`config.mk`:
```
export PLATFORM = sky130hd
export DESIGN_NAME = proc_run_controller
export DESIGN_NICKNAME = d
export VERILOG_FILES = /design/src/rtl/proc_run_controller_pkg.sv /design/src/rtl/proc_run_controller_switch_debounce.sv /design/src/rtl/proc_run_controller.sv
export SDC_FILE = /design/constraint.sdc
export NUM_CORES = 1
export LEC_CHECK = 0
export CORE_ASPECT_RATIO = 1.25
export CORE_MARGIN = 2
export CORE_UTILIZATION = 30
export CTS_CLUSTER_DIAMETER = 80
export DETAILED_ROUTE_END_ITERATION = 10
export PLACE_DENSITY = 0.51
export SETUP_SLACK_MARGIN = 0.15
export SLEW_MARGIN = 0
export SYNTH_ARGS = -nofsm -noshare
export SYNTH_HDL_FRONTEND = slang
export SYNTH_SLANG_ARGS = --single-unit
```
`constraint.sdc`:
```
create_clock -name clk -period 4.4 [get_ports clk]
set_input_delay 0.88 -clock clk [delete_from_list [all_inputs] [get_ports clk]]
set_output_delay 0.88 -clock clk [all_outputs]
set_load 0.02 [all_outputs]
```
`src/rtl/proc_run_controller_pkg.sv`:
```
// Shared types and default constants for the processor run/start controller.
// The state encoding is visible on state_o, so its values are fixed here.
package proc_run_pkg;

  localparam int STATE_W = 3;

  typedef enum logic [STATE_W-1:0] {
    S_HOLD    = 3'd0,
    S_IDLE    = 3'd1,
    S_RUN     = 3'd2,
    S_DONE    = 3'd3,
    S_TIMEOUT = 3'd4
  } run_state_t;

  localparam int DEF_N_CORES         = 1;
  localparam int DEF_RST_CYCLES      = 4;
  localparam int DEF_DEBOUNCE_CYCLES = 3;
  localparam int DEF_CNT_W           = 32;
  localparam int DEF_TIMEOUT_CYCLES  = 0;

endpackage

```
`src/rtl/proc_run_controller_switch_debounce.sv`:
```
// Start-switch conditioning: 2-flop synchroniser, run-length debounce and
// rising-edge detect. Emits a one-cycle start event per accepted press.
module switch_debounce
  import proc_run_pkg::*;
#(
  parameter int DEBOUNCE_CYCLES = DEF_DEBOUNCE_CYCLES
) (
  input  logic clk,
  input  logic rst,
  input  logic i_switch,
  output logic o_start_evt
);

  localparam int RUN_W = $clog2(DEBOUNCE_CYCLES + 1);
  localparam logic [RUN_W-1:0] RUN_FULL = RUN_W'(DEBOUNCE_CYCLES);

  logic             r_sync1;
  logic             r_sync2;
  logic             r_sync_prev;
  logic             r_vld1;
  logic             r_vld2;
  logic [RUN_W-1:0] r_run_len;
  logic [RUN_W-1:0] w_run_len;
  logic             w_stable;
  logic             r_level;
  logic             r_level_d;
  logic             r_level_vld;
  logic             r_armed;

  // The valid pipe keeps post-reset zeros in the synchroniser from being
  // counted as genuine low samples of the switch.
  always_comb begin
    w_run_len = '0;
    if (r_vld2) begin
      if (r_sync2 != r_sync_prev) begin
        w_run_len = RUN_W'(1);
      end else if (r_run_len == RUN_FULL) begin
        w_run_len = r_run_len;
      end else begin
        w_run_len = r_run_len + 1'b1;
      end
    end
  end

  assign w_stable = (w_run_len == RUN_FULL);

  always_ff @(posedge clk) begin
    if (rst) begin
      r_sync1     <= 1'b0;
      r_sync2     <= 1'b0;
      r_sync_prev <= 1'b0;
      r_vld1      <= 1'b0;
      r_vld2      <= 1'b0;
      r_run_len   <= '0;
      r_level     <= 1'b0;
      r_level_d   <= 1'b0;
      r_level_vld <= 1'b0;
      r_armed     <= 1'b0;
    end else begin
      r_sync1     <= i_switch;
      r_sync2     <= r_sync1;
      r_sync_prev <= r_sync2;
      r_vld1      <= 1'b1;
      r_vld2      <= r_vld1;
      r_run_len   <= w_run_len;
      if (w_stable) begin
        r_level     <= r_sync2;
        r_level_vld <= 1'b1;
      end
      r_level_d <= r_level;
      r_armed   <= r_level_vld;
    end
  end

  // The first accepted level after reset only arms the detector, so a
  // switch held high through reset must be released and pressed again.
  assign o_start_evt = r_level & ~r_level_d & r_armed;

endmodule

```
`src/rtl/proc_run_controller.sv`:
```
// Run/start controller for an array of processor cores: reset stretch,
// debounced start, one-cycle start pulse, run-cycle count, done/timeout.
module proc_run_controller
  import proc_run_pkg::*;
#(
  parameter int N_CORES         = DEF_N_CORES,
  parameter int RST_CYCLES      = DEF_RST_CYCLES,
  parameter int DEBOUNCE_CYCLES = DEF_DEBOUNCE_CYCLES,
  parameter int CNT_W           = DEF_CNT_W,
  parameter int TIMEOUT_CYCLES  = DEF_TIMEOUT_CYCLES
) (
  input  logic               clk,
  input  logic               rst,
  input  logic               switchStart,
  input  logic [N_CORES-1:0] core_en,
  input  logic [N_CORES-1:0] core_done,
  output logic [N_CORES-1:0] core_rst,
  output logic [N_CORES-1:0] core_start,
  output logic [STATE_W-1:0] state_o,
  output logic [CNT_W-1:0]   cycle_count,
  output logic               run_done,
  output logic               run_timeout
);

  localparam int HOLD_W = (RST_CYCLES > 1) ? $clog2(RST_CYCLES) : 1;
  localparam logic [HOLD_W-1:0] HOLD_LAST    = HOLD_W'(RST_CYCLES - 1);
  localparam logic [CNT_W-1:0]  TIMEOUT_LAST = CNT_W'(TIMEOUT_CYCLES - 1);
  localparam bit                TIMEOUT_EN   = (TIMEOUT_CYCLES != 0);

  run_state_t         r_state;
  run_state_t         w_state_next;
  logic [HOLD_W-1:0]  r_hold_cnt;
  logic [HOLD_W-1:0]  w_hold_cnt_next;
  logic [N_CORES-1:0] r_en_q;
  logic [N_CORES-1:0] w_en_q_next;
  logic [N_CORES-1:0] r_done_sticky;
  logic [N_CORES-1:0] w_done_sticky_next;
  logic [N_CORES-1:0] r_core_start;
  logic [N_CORES-1:0] w_core_start_next;
  logic [CNT_W-1:0]   r_cycle_cnt;
  logic [CNT_W-1:0]   w_cycle_cnt_next;
  logic [CNT_W-1:0]   w_cycle_cnt_inc;
  logic [N_CORES-1:0] w_done_seen;
  logic               w_timeout_hit;
  logic               w_start_evt;

  switch_debounce #(
    .DEBOUNCE_CYCLES(DEBOUNCE_CYCLES)
  ) u_switch_debounce (
    .clk        (clk),
    .rst        (rst),
    .i_switch   (switchStart),
    .o_start_evt(w_start_evt)
  );

  // Done pulses landing this cycle count toward completion immediately.
  assign w_done_seen     = r_done_sticky | (core_done & r_en_q);
  assign w_cycle_cnt_inc = (r_cycle_cnt == {CNT_W{1'b1}}) ? r_cycle_cnt
                                                          : r_cycle_cnt + 1'b1;
  assign w_timeout_hit   = TIMEOUT_EN && (r_cycle_cnt == TIMEOUT_LAST);

  always_comb begin
    w_state_next       = r_state;
    w_hold_cnt_next    = r_hold_cnt;
    w_en_q_next        = r_en_q;
    w_done_sticky_next = r_done_sticky;
    w_cycle_cnt_next   = r_cycle_cnt;
    w_core_start_next  = '0;
    case (r_state)
      S_HOLD: begin
        if (r_hold_cnt == HOLD_LAST) begin
          w_state_next    = S_IDLE;
          w_hold_cnt_next = '0;
        end else begin
          w_hold_cnt_next = r_hold_cnt + 1'b1;
        end
      end
      S_IDLE: begin
        if (w_start_evt && (core_en != '0)) begin
          w_state_next       = S_RUN;
          w_en_q_next        = core_en;
          w_done_sticky_next = '0;
          w_cycle_cnt_next   = '0;
          w_core_start_next  = core_en;
        end
      end
      S_RUN: begin
        w_cycle_cnt_next   = w_cycle_cnt_inc;
        w_done_sticky_next = w_done_seen;
        if (w_done_seen == r_en_q) begin
          w_state_next = S_DONE;
        end else if (w_timeout_hit) begin
          w_state_next = S_TIMEOUT;
        end
      end
      S_DONE, S_TIMEOUT: begin
        if (w_start_evt) begin
          w_state_next    = S_HOLD;
          w_hold_cnt_next = '0;
        end
      end
      default: begin
        w_state_next    = S_HOLD;
        w_hold_cnt_next = '0;
      end
    endcase
  end

  always_ff @(posedge clk) begin
    if (rst) begin
      r_state       <= S_HOLD;
      r_hold_cnt    <= '0;
      r_en_q        <= '0;
      r_done_sticky <= '0;
      r_cycle_cnt   <= '0;
      r_core_start  <= '0;
    end else begin
      r_state       <= w_state_next;
      r_hold_cnt    <= w_hold_cnt_next;
      r_en_q        <= w_en_q_next;
      r_done_sticky <= w_done_sticky_next;
      r_cycle_cnt   <= w_cycle_cnt_next;
      r_core_start  <= w_core_start_next;
    end
  end

  assign core_rst    = {N_CORES{r_state == S_HOLD}};
  assign core_start  = r_core_start;
  assign state_o     = r_state;
  assign cycle_count = r_cycle_cnt;
  assign run_done    = (r_state == S_DONE);
  assign run_timeout = (r_state == S_TIMEOUT);

endmodule

```
Word level (Yosys, flattened, before mapping). Cells that the tools add are included.

Flip-flop bits (word level): 51. Latch bits: 0. Word-level logic and storage cells: 70. Input bits: 5. RAM bits: 0. Memory bits (read-only): 0. Memories: 0. Output and inout port bits: 39.

Add/subtract/negate cells: 3. Divide/modulo/power cells: 0. Shifts and indexed selects: 0. $lt $le $gt $ge: 0. Reductions and logical operators: 11. Multipliers: 0. Mux-type cells: 17. Equal/unequal tests: 15. Bitwise gates (word level): 8.

Operators by type and width (count): 2-to-1 mux 32 bit (2); case mux 32 bit (2 select lines) (1); adder 32 x 1 -> 32 bit (second input constant) (1); == test 32 bit (second input constant) (1); 2-to-1 mux 3 bit (4); case mux 3 bit (4 select lines) (1); 2-to-1 mux 2 bit (5); != test 2 bit (second input constant) (4); == test 2 bit (second input constant) (3); == test 3 x 2 -> 1 bit (second input constant) (2); case mux 2 bit (3 select lines) (1); AND reduction 2 bit (3); adder 2 x 1 -> 2 bit (second input constant) (2); inverter 1 bit (4); AND reduction 4 bit (1); OR reduction 2 bit (2); AND 1 bit (3); == test 3 x 1 -> 1 bit (second input constant) (1); == test 3 bit (second input constant) (1); zero test 3 bit (1); AND reduction 3 bit (1); OR reduction 3 bit (1); 2-to-1 mux 1 bit (2); != test 2 x 1 -> 1 bit (second input constant) (1); 6 further kinds (6).

Depth between registers and ports, before layout.
Depth after elaboration: 6. Gate-level depth with buffers: 9. Mapped depth without buffers: 7.

Cells and area by module. From an unflattened synthesis, not the netlist that was laid out.

Cell total of the unflattened synthesis: 289. Area total of the unflattened synthesis: 2391.0 um^2.

By module, submodules not included: proc_run_controller (cells each 259, area an instance 2047.0 um^2, instances 1, seq. area each 780.7 um^2); switch_debounce (cells each 30, area an instance 344.1 um^2, instances 1, seq. area each 220.2 um^2).

Least setup slack after synthesis. No wires, ideal clock.

Kind: input -> register. Start point: input core_en. End point: register r_cycle_cnt[25] (netlist: cycle_count[25]). Slack: 2.078 ns. Stages: 6. Required time: 4.309 ns. Data arrival time: 2.231 ns. Buffers on the path: 1. Library setup time: 0.091 ns. Cells stage by stage: and4b_1 > o21ai_1 > a31oi_1 > buf_2 > a31oi_1 > a311oi_1.

Word-level cells in the longest chain between the ends: 3.

RTL lines: start, declared (RTL line proc_run_controller.sv:15) `input logic [N_CORES-1:0] core_en,`; logical AND 1 bit (RTL line proc_run_controller.sv:79) `if (w_start_evt && (core_en != '0)) begin`; != test 2 bit (no source line); AND reduction 3 bit (no source line); end signal, assigned (RTL line proc_run_controller.sv:122) `r_cycle_cnt <= w_cycle_cnt_next;`; end, declared (RTL line proc_run_controller.sv:40) `logic [CNT_W-1:0] r_cycle_cnt;`.

No other way between the ends. A chain may end at the register's enable or synchronous reset.

Final worst setup path.
Start point: input core_en. End point: register r_cycle_cnt[14] (netlist: cycle_count[14]).

The elaborated chain is that of the path after synthesis.

==> out/metrics.csv <==
metric;value;unit
Die ar.;9140;um2
Antenna Nets Post-Route;0;
CP startpoint;core_en;
Synth Flop Type;dfxtp_1;
grt met1 use;20.8;%
Mapped Cells;294;
detailed placer's ending HPWL;4800;um
synthesized area;2510;um2
layout cells sized above 1;7.81;%
EDFF count, synth;0;
Skew-Pair Late Insertion Delay;0.31;ns
RR Endpoint;cycle_count[14];
IO Count;44;
hold path cells;1;
commonest non-fill, non-tap cell in the layout;dfxtp_1;
grt met2 use;26.1;%
RSZ-0062 raised after global routing;no;
crit path time final;2.97;ns
Max FO, Critical Path;9;
Routed Wire Length;7080;um
total cell area at the placement stage;3010;um2
fin. max-slew vios;0;
endpoints failing setup;0;
setup total negative slack;0;ns
Pwr Density;342;nW/um2
Worst setup EP type;register;
flop and latch count out of synthesis;50;
synthesized area per cell;8.55;um2
critical path class;input pin to register;
Final period util;67.5;%
met3 Track Usage GR;3.26;%
worst reg2reg path startpoint;cycle_count[0];
CTS Sinks;50;
Nets;343;
Seq/Total Area, Yosys;39.8;%
maximum clock rate;336;MHz
Total Power;1080;uW
final hold violations;0;
setup bufs post-CTS;0;
Hold Startpoint;u_switch_debounce.r_vld1;
clk root buf;clkbuf_8;
Ant. Diodes;0;
H-tree depth;2;
worst r2r path cells;7;
Synth warnings;0;
drt initial violations;140;
FF-to-FF setup slack;1.64;ns
slew margin rel.;32.2;%
Reg clk slew, reported paths;0.09;ns
Synth top area share;39.8;%
Util after Layout;38.4;%
routed len/inst;16.5;um
Final WS setup;1.43;ns
Final Skew;0.00268;ns
DRC errors left;0;
Synth async-reset ratio;0;%
CTS resizes;0;
Hold WC Path Type;register to register;
drt via density;5.73;
area delta synth->final;25.2;%
Hold EP;u_switch_debounce.r_vld2;
vias in the first global route;2317;
GR peak layer;met2;
post-synth cell types;50;
initial antenna violation count;0;
Die Width;85.9;um
cts hold-fix bufs;0;
CTS tree;built;
die height;106;um
Core Area;8190;um2
VDD IR max;223;uV
number of max-cap violations;0;
largest net degree at the start of global routing;25;
Post-Place Worst Slack;1.11;ns
clk buf depth;2;
slew at the pin closest to its max-slew limit;1.02;ns
worst endpoint required time;4.62;ns
FP Rows;37;
global router's overall resource usage;15.8;%
global route total overflow;0;
outcome;completed;
Arr. time, crit path;3.19;ns
I/O Buffers;41;
leading post-synthesis cells by cell area;dfxtp_1, a21oi_1, a311oi_1;
Pleak;0.000963;uW
total CTS buffers;5;
vias post-DR;2464;
CP startpoint kind;input pin;
Synth area leader;dfxtp_1;
GPL Wtd Cong;0.771;
most frequent cells in the layout;dfxtp_1, clkdlybuf4s50_1, a21oi_1, nand2_1, nor2_1;
Starting Density;30.7;%
first-pass GRT wire length;11600;um
post-route design area;3150;um2
number of detailed-route iterations in the first pass;6;
cells in the mapped netlist (all sizes together), types with 4 or more instances:
library cell and instances:
a21oi 30, a311oi 16, a31oi 15, buf 7, clkbuf 9, dfxtp 50, ha 6, inv 9
nand2 27, nand2b 4, nand3 14, nand4 13, nor2 17, nor2b 6, nor4 7, o21ai 16
or3 5
logic make-up (layout without fill, tap and decap cells):
kind of cell	count (synthesis)	after routing	share of synthesized area (%)
other	1	2	0.149
adders and majority gates	6	6	2.98
and+or+nand+nor	111	111	25.2
buffers and inverters	26	64	4.58
DFF	50	50	39.8
muxes	3	3	1.19
AOI/OAI and AO/OA	96	96	25.8
xor gates and xnor gates	1	1	0.348
worst max path at each step:
stage	slack, ns	end	depth (start not counted)
floorplan	2.08	cycle_count[25]	6
global placement	1.19	cycle_count[14]	7
detailed placement	1.11	cycle_count[14]	7
CTS	1.44	cycle_count[14]	7
global route	1.23	cycle_count[14]	7
finish	1.43	cycle_count[14]	7
per-layer routing:
metal  vias to the layer above  wire (um)
met2                        58       3450
met3                         6        256
met4                         0         65
met5                         -          0
li1                       1203          -
met1                      1197       3300
stage by stage:
| step | hold WS, ns | cells |
|---|---|---|
| global placement | 0.428 | 422 |
| floorplan | 0.414 | 295 |
| global route | 0.463 | 430 |
| CTS | 0.453 | 430 |
| finish | 0.450 | 430 |
| detailed placement | 0.427 | 422 |
report_power, final:
group / switching (uW) / internal [uW]
Combinational: 122 / 76.7
Clock: 163 / 228
Sequential: 15.0 / 470
Total: 301 / 775
flip-flops by register name, indices dropped and copies added (netlist names), 2 cells and up:
name and flops:
u_switch_debounce.r_run_len 2, state_o 2, cycle_count 32, r_hold_cnt 2
area by class of cell:
| class | count | area [um2] |
|---|---|---|
| repair buffers | 46 | 448 |
| clock buffers | 5 | 68.8 |
| flip-flops and latches | 50 | 1000 |
| multi-input cells | 219 | 1400 |
| fillers | 851 | 5050 |
| inverters | 10 | 37.5 |
| clock inverters | 3 | 68.8 |
| well taps | 97 | 121 |
worst max-delay path, cell delays in order:
cell	delay, ns
clkdlybuf4s50_1	0.45
and4b_1	0.28
o21ai_1	0.18
a31oi_1	0.71
buf_4	0.30
a41oi_1	0.12
a311oi_1	0.26
No activity file was read; power rests on OpenSTA's default activity.
